==> src/rtl/cdb_broadcast.sv <==
// Common-data-bus writeback stage: one holding slot per execution unit, one broadcast per cycle.
// Define CDB_RR_EN for round-robin arbitration; otherwise fixed priority, highest unit index first.
module cdb_broadcast #(
    parameter int N_UNITS = 3,
    parameter int DATA_W  = 32,
    parameter int TAG_W   = 4
) (
    input  logic                      clk,
    input  logic                      rst,
    input  logic                      flush,
    input  logic                      cdb_stall,
    input  logic [N_UNITS-1:0]        eu_valid,
    input  logic [N_UNITS*TAG_W-1:0]  eu_tag,
    input  logic [N_UNITS*DATA_W-1:0] eu_value,
    output logic [N_UNITS-1:0]        eu_ready,
    output logic                      cdb_valid,
    output logic [TAG_W-1:0]          cdb_tag,
    output logic [DATA_W-1:0]         cdb_value,
    output logic [1:0]                cdb_unit,
    output logic [15:0]               bcast_cnt
);

    logic [N_UNITS-1:0] r_hv;
    logic [TAG_W-1:0]   r_ht [N_UNITS];
    logic [DATA_W-1:0]  r_hd [N_UNITS];

    logic               r_cdb_valid;
    logic [TAG_W-1:0]   r_cdb_tag;
    logic [DATA_W-1:0]  r_cdb_value;
    logic [1:0]         r_cdb_unit;
    logic [15:0]        r_bcast_cnt;

    logic               w_any;
    logic [1:0]         w_gidx;
    logic [N_UNITS-1:0] w_grant;
    logic [N_UNITS-1:0] w_cap;
    logic [N_UNITS-1:0] w_hv_next;

    // Any occupied slot may be granted unless the bus is blocked this cycle.
    assign w_any = (|r_hv) && !cdb_stall && !flush && !rst;

`ifdef CDB_RR_EN
    logic [1:0] r_ptr;

    // Scan from the pointer upward with wrap; iterating backwards lets the first hit win.
    always_comb begin
        int idx;
        idx    = 0;
        w_gidx = 2'd0;
        for (int k = N_UNITS - 1; k >= 0; k--) begin
            idx = int'(r_ptr) + k;
            if (idx >= N_UNITS) begin
                idx = idx - N_UNITS;
            end
            if (r_hv[idx]) begin
                w_gidx = 2'(idx);
            end
        end
    end

    always_ff @(posedge clk) begin
        if (rst) begin
            r_ptr <= 2'd0;
        end else if (w_any) begin
            r_ptr <= (w_gidx == 2'(N_UNITS - 1)) ? 2'd0 : w_gidx + 2'd1;
        end
    end
`else
    // Ascending scan: the highest occupied index overwrites lower ones.
    always_comb begin
        w_gidx = 2'd0;
        for (int u = 0; u < N_UNITS; u++) begin
            if (r_hv[u]) begin
                w_gidx = 2'(u);
            end
        end
    end
`endif

    assign w_grant   = w_any ? (N_UNITS'(1) << w_gidx) : '0;
    assign eu_ready  = flush ? '0 : (~r_hv | w_grant);
    assign w_cap     = eu_valid & eu_ready;
    assign w_hv_next = (r_hv & ~w_grant) | w_cap;

    always_ff @(posedge clk) begin
        if (rst || flush) begin
            r_hv <= '0;
        end else begin
            r_hv <= w_hv_next;
        end
        for (int u = 0; u < N_UNITS; u++) begin
            if (w_cap[u]) begin
                r_ht[u] <= eu_tag[u*TAG_W +: TAG_W];
                r_hd[u] <= eu_value[u*DATA_W +: DATA_W];
            end
        end
    end

    always_ff @(posedge clk) begin
        if (rst) begin
            r_cdb_valid <= 1'b0;
            r_cdb_tag   <= '0;
            r_cdb_value <= '0;
            r_cdb_unit  <= 2'd0;
            r_bcast_cnt <= 16'd0;
        end else begin
            r_cdb_valid <= w_any;
            if (w_any) begin
                r_cdb_tag   <= r_ht[w_gidx];
                r_cdb_value <= r_hd[w_gidx];
                r_cdb_unit  <= w_gidx;
                if (r_bcast_cnt != 16'hFFFF) begin
                    r_bcast_cnt <= r_bcast_cnt + 16'd1;
                end
            end
        end
    end

    assign cdb_valid = r_cdb_valid;
    assign cdb_tag   = r_cdb_tag;
    assign cdb_value = r_cdb_value;
    assign cdb_unit  = r_cdb_unit;
    assign bcast_cnt = r_bcast_cnt;

endmodule

==> config.mk <==
export PLATFORM = sky130hd
export DESIGN_NAME = cdb_broadcast
export DESIGN_NICKNAME = d
export VERILOG_FILES = /design/src/rtl/cdb_broadcast.sv
export SDC_FILE = /design/constraint.sdc
export NUM_CORES = 1
export LEC_CHECK = 0
export BUFFER_PORTS_ARGS = -buffer_cell sky130_fd_sc_hd__buf_2
export CORE_MARGIN = 3
export CORE_UTILIZATION = 25
export DETAILED_ROUTE_END_ITERATION = 16
export RECOVER_POWER = 25
export SYNTH_ARGS = -nofsm -noshare
export SYNTH_HDL_FRONTEND = slang
export SYNTH_SLANG_ARGS = --single-unit
export TNS_END_PERCENT = 20
==> constraint.sdc <==
create_clock -name clk -period 4.7 [get_ports clk]
set_input_delay 0.235 -clock clk [delete_from_list [all_inputs] [get_ports clk]]
set_output_delay 0.235 -clock clk [all_outputs]
set_load 0.01 [all_outputs]
# Yosys cells after proc, flatten, opt, wreduce, memory -nomap -nowiden
# Memory sizes are Yosys's and may differ from the RTL's. A register that Yosys moved wholly into a read port is not among the register bits.
# Cells that the tools add are included.
dict set report op_classes {
  n_mux 10
  reduce_logical 9
  add_sub_neg 1
  n_bitwise 6
  eq_ne 1
  n_shift 1
}
# operator n
set ops {}
lappend ops {{16-bit by 1-bit adder with 16-bit output, second input constant} 1}
lappend ops {{16-bit inequality test, second input constant} 1}
lappend ops {{1-bit two-way mux} 7}
lappend ops {{3-bit AND} 2}
lappend ops {{3-bit two-way mux} 2}
lappend ops {{3-bit inverter} 2}
lappend ops {{3-bit OR} 2}
lappend ops {{1-bit logical AND} 3}
lappend ops {{1-bit logical NOT} 3}
lappend ops {{3-bit OR reduction} 1}
lappend ops {{1-bit by 2-bit << shifter with 3-bit output, first input constant} 1}
lappend ops {{2-bit two-way mux} 1}
lappend ops {{2-bit AND reduction} 1}
lappend ops {{1-bit logical OR} 1}
dict set report word_totals {
  memories 2
  inputBits 115
  ram_bits 108
  reg_bits 22
  elab_cells 34
}
# name depth width read_ports rd_clocked_by_memory_dff wr line
set memory_table {}
lappend memory_table {r_hd 3 32 1 1 3 25} ;# logic [DATA_W-1:0] r_hd [N_UNITS];
lappend memory_table {r_ht 3 4 1 1 3 24} ;# logic [TAG_W-1:0] r_ht [N_UNITS];

# Logic depth before layout (Yosys ltp)
# Gate-level depths: netlist (run 1).
dict set report logic_depth {
  word_depth 10
  mapped_depth 9
  depth_no_buf 5
}

# Worst setup path after synthesis (run 1)
# Ideal clock, no wire load.
dict set report synth_path {
  kind {input -> register}
  start {in flush}
  end {mem r_hd[1][0] (enable)}
  path_stages 5
  arrival_ps 3497
  setup_ps 474
  t_required_ps 4226
  setup_slack_ps 729
  path_buffers 2
  path_cell_list {buf_6 > or3_4 > buf_6 > o21a_1 > nor3_1}
}
# item line
set synth_lines {}
lappend synth_lines {{start, declared} 10} ;# input logic flush,
lappend synth_lines {{end, declared} 25}

# Worst setup path in the final report (run 1)
dict set report layout_path {
  start {reg r_hv[2]}
  end {reg r_bcast_cnt[1] (netlist: bcast_cnt[1])}
}
dict set report layout_via {
  elab_chain_cells 5
}
# item line
set layout_lines {}
lappend layout_lines {{start, declared} 23} ;# logic [N_UNITS-1:0] r_hv;
lappend layout_lines {{start signal, assigned} 89} ;# r_hv <= w_hv_next;
lappend layout_lines {{3-bit OR reduction} 40} ;# assign w_any = (|r_hv) && !cdb_stall && !flush && !rst;
lappend layout_lines {{1-bit logical AND (3 in series)} 40}
lappend layout_lines {{2-bit AND reduction (no line)} n/a}
lappend layout_lines {{end signal, assigned} 113} ;# r_bcast_cnt <= r_bcast_cnt + 16'd1;
lappend layout_lines {{end, declared} 31} ;# logic [15:0] r_bcast_cnt;
# Every way passes these cells.
# A chain may end at the register's enable or synchronous reset.

==> results.md, run 1 <==
* Reg-to-Reg Start: r_hv[2]
* Via-per-instance ratio at 4.366
* DRC viols at 0
* Post-DP HPWL at around 11000 um
* Site Rows at 57
* Worst setup SP type: flip-flop
* Synth Warn # at 0
* Final WL at approximately 17000 um
* Worst reg2reg endpoint: bcast_cnt[1]
* Setup TNS at 0 ns
* Die width at 165.1 um
* Wirelength per Cell at 15.56 um
* Overflow after GRT at 0
* I/O Buffers at approximately 170
* Drt first pass iters at 4
* Footprint of the multi-input gates at around 1700 sq um
* Clock Latency Late Sink at 0.42 ns
* CP arrival at 3.48 ns
* # IOs at between 150 and 200
* R2R cell count at 5
* Post-synth net total at roughly 630
* Setup crit end: bcast_cnt[1]
* Core area at approximately 25000 sq um
* Crit Path Class: reg -> reg
* Inserted Diodes at 0
* Setup WS post-layout at approximately 1.5 ns
* Layout area overhead at 43.28%
* Die Height at between 150 and 200 um
* RSZ-0062 raised after global routing: no
* Maximum fanout along the worst path at 42
* Vias in the first global route at between 5000 and 6000
* Fill cells at between 2000 and 2500
* H-tree lvl count at 4
* Die Area at 27260 sq um
* Slew Viols, Final at 0
* Average cell area after synthesis at roughly 12 sq um
* Final period util at approximately two thirds
* CTS tree: done
* Initial antenna violation count at 0
* Register area at 4407 sq um
* Initial DRC count at between 300 and 400
* Yosys top cell area share at approximately half
* Max_slew headroom at 28.87%
* Share of cells above drive strength 1 at between 20% and 30%
* Synth area leaders: edfxtp_1 51%, dfxtp_1 18%, nand2_1 6.9%
* CTS Buffer Depth at 2
* Post-Syn Area at 6329 sq um
* Worst Setup Slack post-DPL at about 1.4 ns
* CP endpoint kind: flip-flop
* Ys flop type: edfxtp_1
* Synth async-reset ratio at 0%
* # nets final at 894
* Largest net degree at the start of global routing at 60
* Clock period minus worst slack at 3.174 ns
* Endpoints failing setup at 0
* Total track usage at 12.89%
* Required time of the critical path at roughly 5 ns
* CP startpoint: r_hv[2]
* Leakage dissipation at roughly 3.4 nW
* Hold Fails Final Rpt at 0
* Worst IR Drop VDD at approximately 0.17 mV
* Post-synth EDFFs at ~110
* Seq/Total Area, Yosys at around 70%
* CTS buffer count at 17
* Synth area leader: edfxtp_1
* Netlist cell types at 46
* Routed Antenna Nets at 0
* Max cap viols at 0
* First-pass GRT wire length at approximately 27000 um
* Status: finished, final reports clean
* Hold Crit Class: in -> reg
* Root buf cell: clkbuf_16
* Achievable frequency at roughly 320 MHz
* #FFs+latches synth at ~170
* Clk sink count at roughly 170
* Gpl congestion at 0.7654
* Reg-to-reg slack, setup at ~1.5 ns
* Clk slew on worst S/H paths at roughly 0.06 ns
* Setup Skew at ~0.0075 ns
* Setup bufs post-CTS at 0
* Power Dens Cells at between 300 and 400 nW/um^2
* Cells after synthesis at between 500 and 600
* Initial core utilization at 25.72%
* Detailed-route via count at a little under 5000
* Worst slew pin tran at approximately 1.1 ns
[registers in the layout (all words and copies together) (netlist names)]
register / count
cdb_tag: 4
r_hd: 96
cdb_unit: 2
cdb_valid: 1
bcast_cnt: 16
r_hv: 3
r_ht: 12
cdb_value: 32
[worst min-delay path by stage]
stage,startpoint,endpoint,slack [ns],cells past startpoint
6_report,eu_tag[3],r_ht[0][3],0.03,1
5_1_grt,eu_tag[3],r_ht[0][3],0.001,1
4_1_cts,eu_value[4],r_hd[0][4],0.0001,1
3_5_place_dp,eu_value[27],r_hd[0][27],0.41,1
3_3_place_gp,eu_value[74],r_hd[2][10],0.41,1
2_1_floorplan,eu_value[0],r_hd[0][0],0.33,0
[cell type report]
cell class | count | share of cell area (%)
Multi-Input combinational cell | 306 | 19.13
Inverter | 4 | 0.1656
Timing Repair Buffer | 283 | 21.51
Clock inverter | 8 | 0.8555
Sequential cell | 166 | 48.60
Clock buffer | 23 | 5.271
Tap cell | 324 | 4.471
[report_power, final]
part           internal [mW]  switching, mW  total (mW)  leakage [nW]
Sequential              1.61         0.0190        1.63          1.48
Clock                  0.768          0.551        1.32         0.269
Combinational          0.123          0.111       0.234          1.63
[cells in the final DEF, fill, tap and decap left out, drive strengths merged, types with 2 or more instances in the layout]
cell type / count
o211ai: 2
dfxtp: 58
a41oi: 2
dlygate4sd3: 106
nor2b: 3
inv: 4
edfxtp: 108
a31oi: 10
o31ai: 5
a211oi: 5
a22o: 8
and2: 3
nand4: 2
nor2: 6
nor3: 8
nand2: 117
mux2: 3
mux2i: 30
nand3: 4
buf: 170
nand2b: 2
clkinv: 5
o21ai: 30
clkinvlp: 2
or4: 8
a21oi: 41
and4: 3
clkbuf: 30
or3: 2
[what timing repair did]
action | CTS | global route
gates resized for setup | 0 | 0
hold buffers | 105 | 1
endpoints found under the hold margin | 105 | 1
[critical path, cell delays in order, from the launching register on]
cell and delay, ns:
dfxtp_2 0.43, nor3_1 0.55, or2_2 0.81, inv_2 0.59
o31ai_1 0.29, mux2_2 0.38
[synthesized netlist by cell type (2+ instances only)]
| master | n |
|---|---|
| or4_1 | 7 |
| inv_1 | 3 |
| nor2b_1 | 3 |
| dlygate4sd3_1 | 2 |
| nand2_1 | 117 |
| o211ai_1 | 2 |
| clkbuf_8 | 3 |
| and2_1 | 2 |
| a22o_1 | 8 |
| and4_1 | 3 |
| nor2_1 | 6 |
| a211oi_1 | 5 |
| nor3_1 | 8 |
| buf_6 | 2 |
| o21ai_0 | 30 |
| a31oi_1 | 10 |
| edfxtp_1 | 108 |
| a41oi_1 | 2 |
| nand4_1 | 2 |
| dfxtp_1 | 58 |
| mux2_2 | 3 |
| o31ai_1 | 5 |
| clkbuf_1 | 24 |
| a21oi_1 | 41 |
| nand3_1 | 4 |
| nand2b_1 | 2 |
| mux2i_1 | 30 |
[stage by stage]
stage | area [sq um] | power, mW | util [%] | std cells | hold slack, ns
final | 9067 | 3.183 | 36.85 | 1114 | 0.02722
after global routing | 9067 | 3.311 | 36.85 | 1114 | 0.001218
after CTS | 9066 | 3.222 | 36.85 | 1113 | 0.0001346
after detailed placement | 7460 | 1.830 | 30.32 | 977 | 0.4131
after global placement | 7460 | 1.827 | 30.32 | 977 | 0.4131
after floorplan | 6329 | 1.739 | - | 509 | 0.3339
[per-layer routing]
metal  up-vias  GRT usage [%]  part of all wire (%)
met5         -              0                     0
met4         0          4.270                   1.9
met1      2284          16.07                    43
met2       164          22.06                    49
li1       2391              -                     -
met3        25          2.943                   5.5
[cell families (layout without fill, tap and decap cells)]
logic type,Yosys count,in the layout,synth area share (%)
AO/OA/AOI/OAI,108,108,10.12
AND/OR/NAND/NOR,164,164,11.68
multiplexers,33,33,5.279
flip-flops,166,166,69.59
buffers and inverters,37,318,3.124
adder cells (fa/ha/maj),1,1,0.1977
No activity file was read; power rests on OpenSTA's default activity.
==> run 2: changes to the inputs <==
==> constraint.sdc (replaced) <==
create_clock -name clk -period 2.9 [get_ports clk]
set_input_delay 0.145 -clock clk [delete_from_list [all_inputs] [get_ports clk]]
set_output_delay 0.145 -clock clk [all_outputs]
set_load 0.01 [all_outputs]
==> results.md, run 2 (synthesis gave the netlist of run 1 again) <==
* Via-per-instance ratio at 4.294 (was 4.366)
* Max cap viols at 0 (unchanged)
* Hold Fails Final Rpt at 0 (unchanged)
* Clk slew on worst S/H paths at 0.07 ns (was 0.06 ns)
* Initial antenna violation count at 0 (unchanged)
* Maximum fanout along the worst path at 31 (was 42)
* Die width at 165.1 um (unchanged)
* Initial core utilization at 25.72% (unchanged)
* # IOs at 173 (unchanged)
* H-tree lvl count at 4 (unchanged)
* I/O Buffers at 172 (unchanged)
* Post-DP HPWL at 10760 um (was 10810 um)
* CTS buffer count at 17 (unchanged)
* Crit path largest cell delay at 0.64 ns (was 0.81 ns)
* Worst slew pin tran at 1.016 ns (was 1.067 ns)
* Setup Skew at 0.007642 ns (was 0.007541 ns)
* Net Sw Frac at 22.28% (was 21.39%)
* Leakage dissipation at 3.433 nW (was 3.373 nW)
* Achievable frequency at 453.2 MHz (was 315.1 MHz)
* Detailed-route via count at 4826 (was 4864)
* RSZ-0062 raised after global routing: no (unchanged)
* Power Dens Cells at 574.0 nW/um^2 (was 351.0 nW/um^2)
* Inserted Diodes at 0 (unchanged)
* Reg-to-reg slack, setup at 0.69 ns (was 1.53 ns)
* Drt first pass iters at 4 (unchanged)
* Most flops, register: r_hd (unchanged)
* Clock Latency Late Sink at 0.41 ns (was 0.42 ns)
* Required time of the critical path at 2.99 ns (was 5.00 ns)
* Overflow after GRT at 0 (unchanged)
* Crit Path Class: reg -> reg (unchanged)
* Most frequent cells in the layout: 166 x buf_2, 117 x nand2_1, 111 x dlygate4sd3_1, 108 x edfxtp_1, 56 x dfxtp_1 (was 165 x buf_2, 117 x nand2_1, 108 x edfxtp_1, 106 x dlygate4sd3_1, 56 x dfxtp_1)
* Hold_buf cts at 111 (was 105)
* Post-CTS sizing at 0 (unchanged)
* First-pass GRT wire length at 26990 um (was 26780 um)
* CTS tree: done (unchanged)
* Slew Viols, Final at 0 (unchanged)
* Worst IR Drop VDD at 0.2706 mV (was 0.1667 mV)
* CP max stage cell: or4_2 (was or2_2)
* Total track usage at 13.13% (was 12.89%)
* Most common cell after layout, fill and taps aside: buf_2 (unchanged)
* Final period util at 76.08% (was 67.53%)
* Core area at 24600 sq um (unchanged)
* CP arrival at 2.30 ns (was 3.48 ns)
* Clk pwr share at 42.6% (was 41.4%)
* Vias in the first global route at 4965 (was 5006)
* CTS Buffer Depth at 2 (unchanged)
* Comb pwr share at 7.5% (was 7.4%)
* Die Area at 27260 sq um (unchanged)
* Die Height at 165.1 um (unchanged)
* Gpl congestion at 0.7181 (was 0.7654)
* Sequential share of power at 49.9% (was 51.2%)
* Psw at 1.177 mW (was 0.6807 mW)
* Wirelength per Cell at 15.59 um (was 15.56 um)
* # nets final at 903 (was 894)
* CP endpoint kind: flip-flop (unchanged)
* Post-Route Utilization at 37.40% (was 36.85%)
* Buf+Inv Stages, Crit Path at 1 (unchanged)
* Int Pwr at 4.105 mW (was 2.502 mW)
* Family with the most delay on the worst path: simple AND/OR/NAND/NOR gates (unchanged)
* Worst path cell trace: nor3_1 -> or4_2 -> a21oi_1 -> and2_2 -> buf_12 (was nor3_1 -> or2_2 -> inv_2 -> o31ai_1 -> mux2_2)
* Share of cells above drive strength 1 at 27.50% (was 26.84%)
* Max_slew headroom at 32.28% (was 28.87%)
* Largest net degree at the start of global routing at 60 (unchanged)
* Routed Antenna Nets at 0 (unchanged)
* Clk sink count at 166 (unchanged)
* Site Rows at 57 (unchanged)
* Initial DRC count at 310 (was 304)
* Worst setup SP type: flip-flop (unchanged)
* Setup bufs post-CTS at 0 (unchanged)
* Status: finished, final reports clean (unchanged)
* Layout area overhead at 45.39% (was 43.28%)
* Root buf cell: clkbuf_16 (unchanged)
* Final WL at 17520 um (was 17330 um)
* Clock period minus worst slack at 2.206 ns (was 3.174 ns)
* Largest register FFs at 96 (unchanged)
* Setup TNS at 0 ns (unchanged)
* Hold Crit Class: in -> reg (unchanged)
* Endpoints failing setup at 0 (unchanged)
* DRC viols at 0 (unchanged)
run 2: cell type report:
class / count / area, sq um
tap: 324 / 405.4
inverter: 4 / 15.01
clock inverter: 13 / 150.1
timing repair buffer: 292 / 2044
sequential: 166 / 4407
clock buffer: 19 / 432.9
fill: 2382 / 15400
multi-input combinational: 306 / 1747
run 2: worst paths after layout:
path                            cells after the start       endpoint     startpoint
worst max-delay path                                5     r_hd[0][7]        r_hv[2]
worst min-delay path                                2        r_hv[1]          flush
worst max register to register                      5     r_hd[0][7]        r_hv[2]
worst min register to register                      2  cdb_value[18]  cdb_value[18]
run 2: power groups by stage:
stage | logic [mW] | registers [mW] | clock network [mW]
4_1_cts | 0.398 | 2.63 | 2.32
2_1_floorplan | 0.132 | 2.69 | 0
3_5_place_dp | 0.284 | 2.69 | 0
5_1_grt | 0.439 | 2.64 | 2.43
6_report | 0.398 | 2.63 | 2.25
3_3_place_gp | 0.281 | 2.68 | 0
run 2: per-layer routing:
layer | share of wire [%] | routed length, um | vias to the layer above | track usage, %
met5 | 0 | 0 | - | 0
met4 | 1.6 | 288 | 0 | 4.422
met3 | 5.5 | 966 | 17 | 3.193
met2 | 49 | 8641 | 150 | 22.25
met1 | 44 | 7624 | 2243 | 16.40
li1 | - | - | 2416 | -
run 2: worst reg2reg max path, cell delays in order, from the launching register on:
cell and delay (ns):
dfxtp_2 0.36, nor3_1 0.13, or4_2 0.64, a21oi_1 0.20
and2_2 0.27, buf_12 0.25
run 2: metrics by stage:
step	worst slack (ns)	power [mW]	cells	instance area, sq um	hold WS, ns
after floorplan	-0.04164	2.818	509	6334	0.2439
after global routing	0.5890	5.507	1124	9201	0.02694
after detailed placement	0.5069	2.970	981	7515	0.3231
final	0.6936	5.282	1124	9201	0.03481
after CTS	0.7144	5.348	1124	9209	0.01042
after global placement	0.5477	2.964	981	7515	0.3227
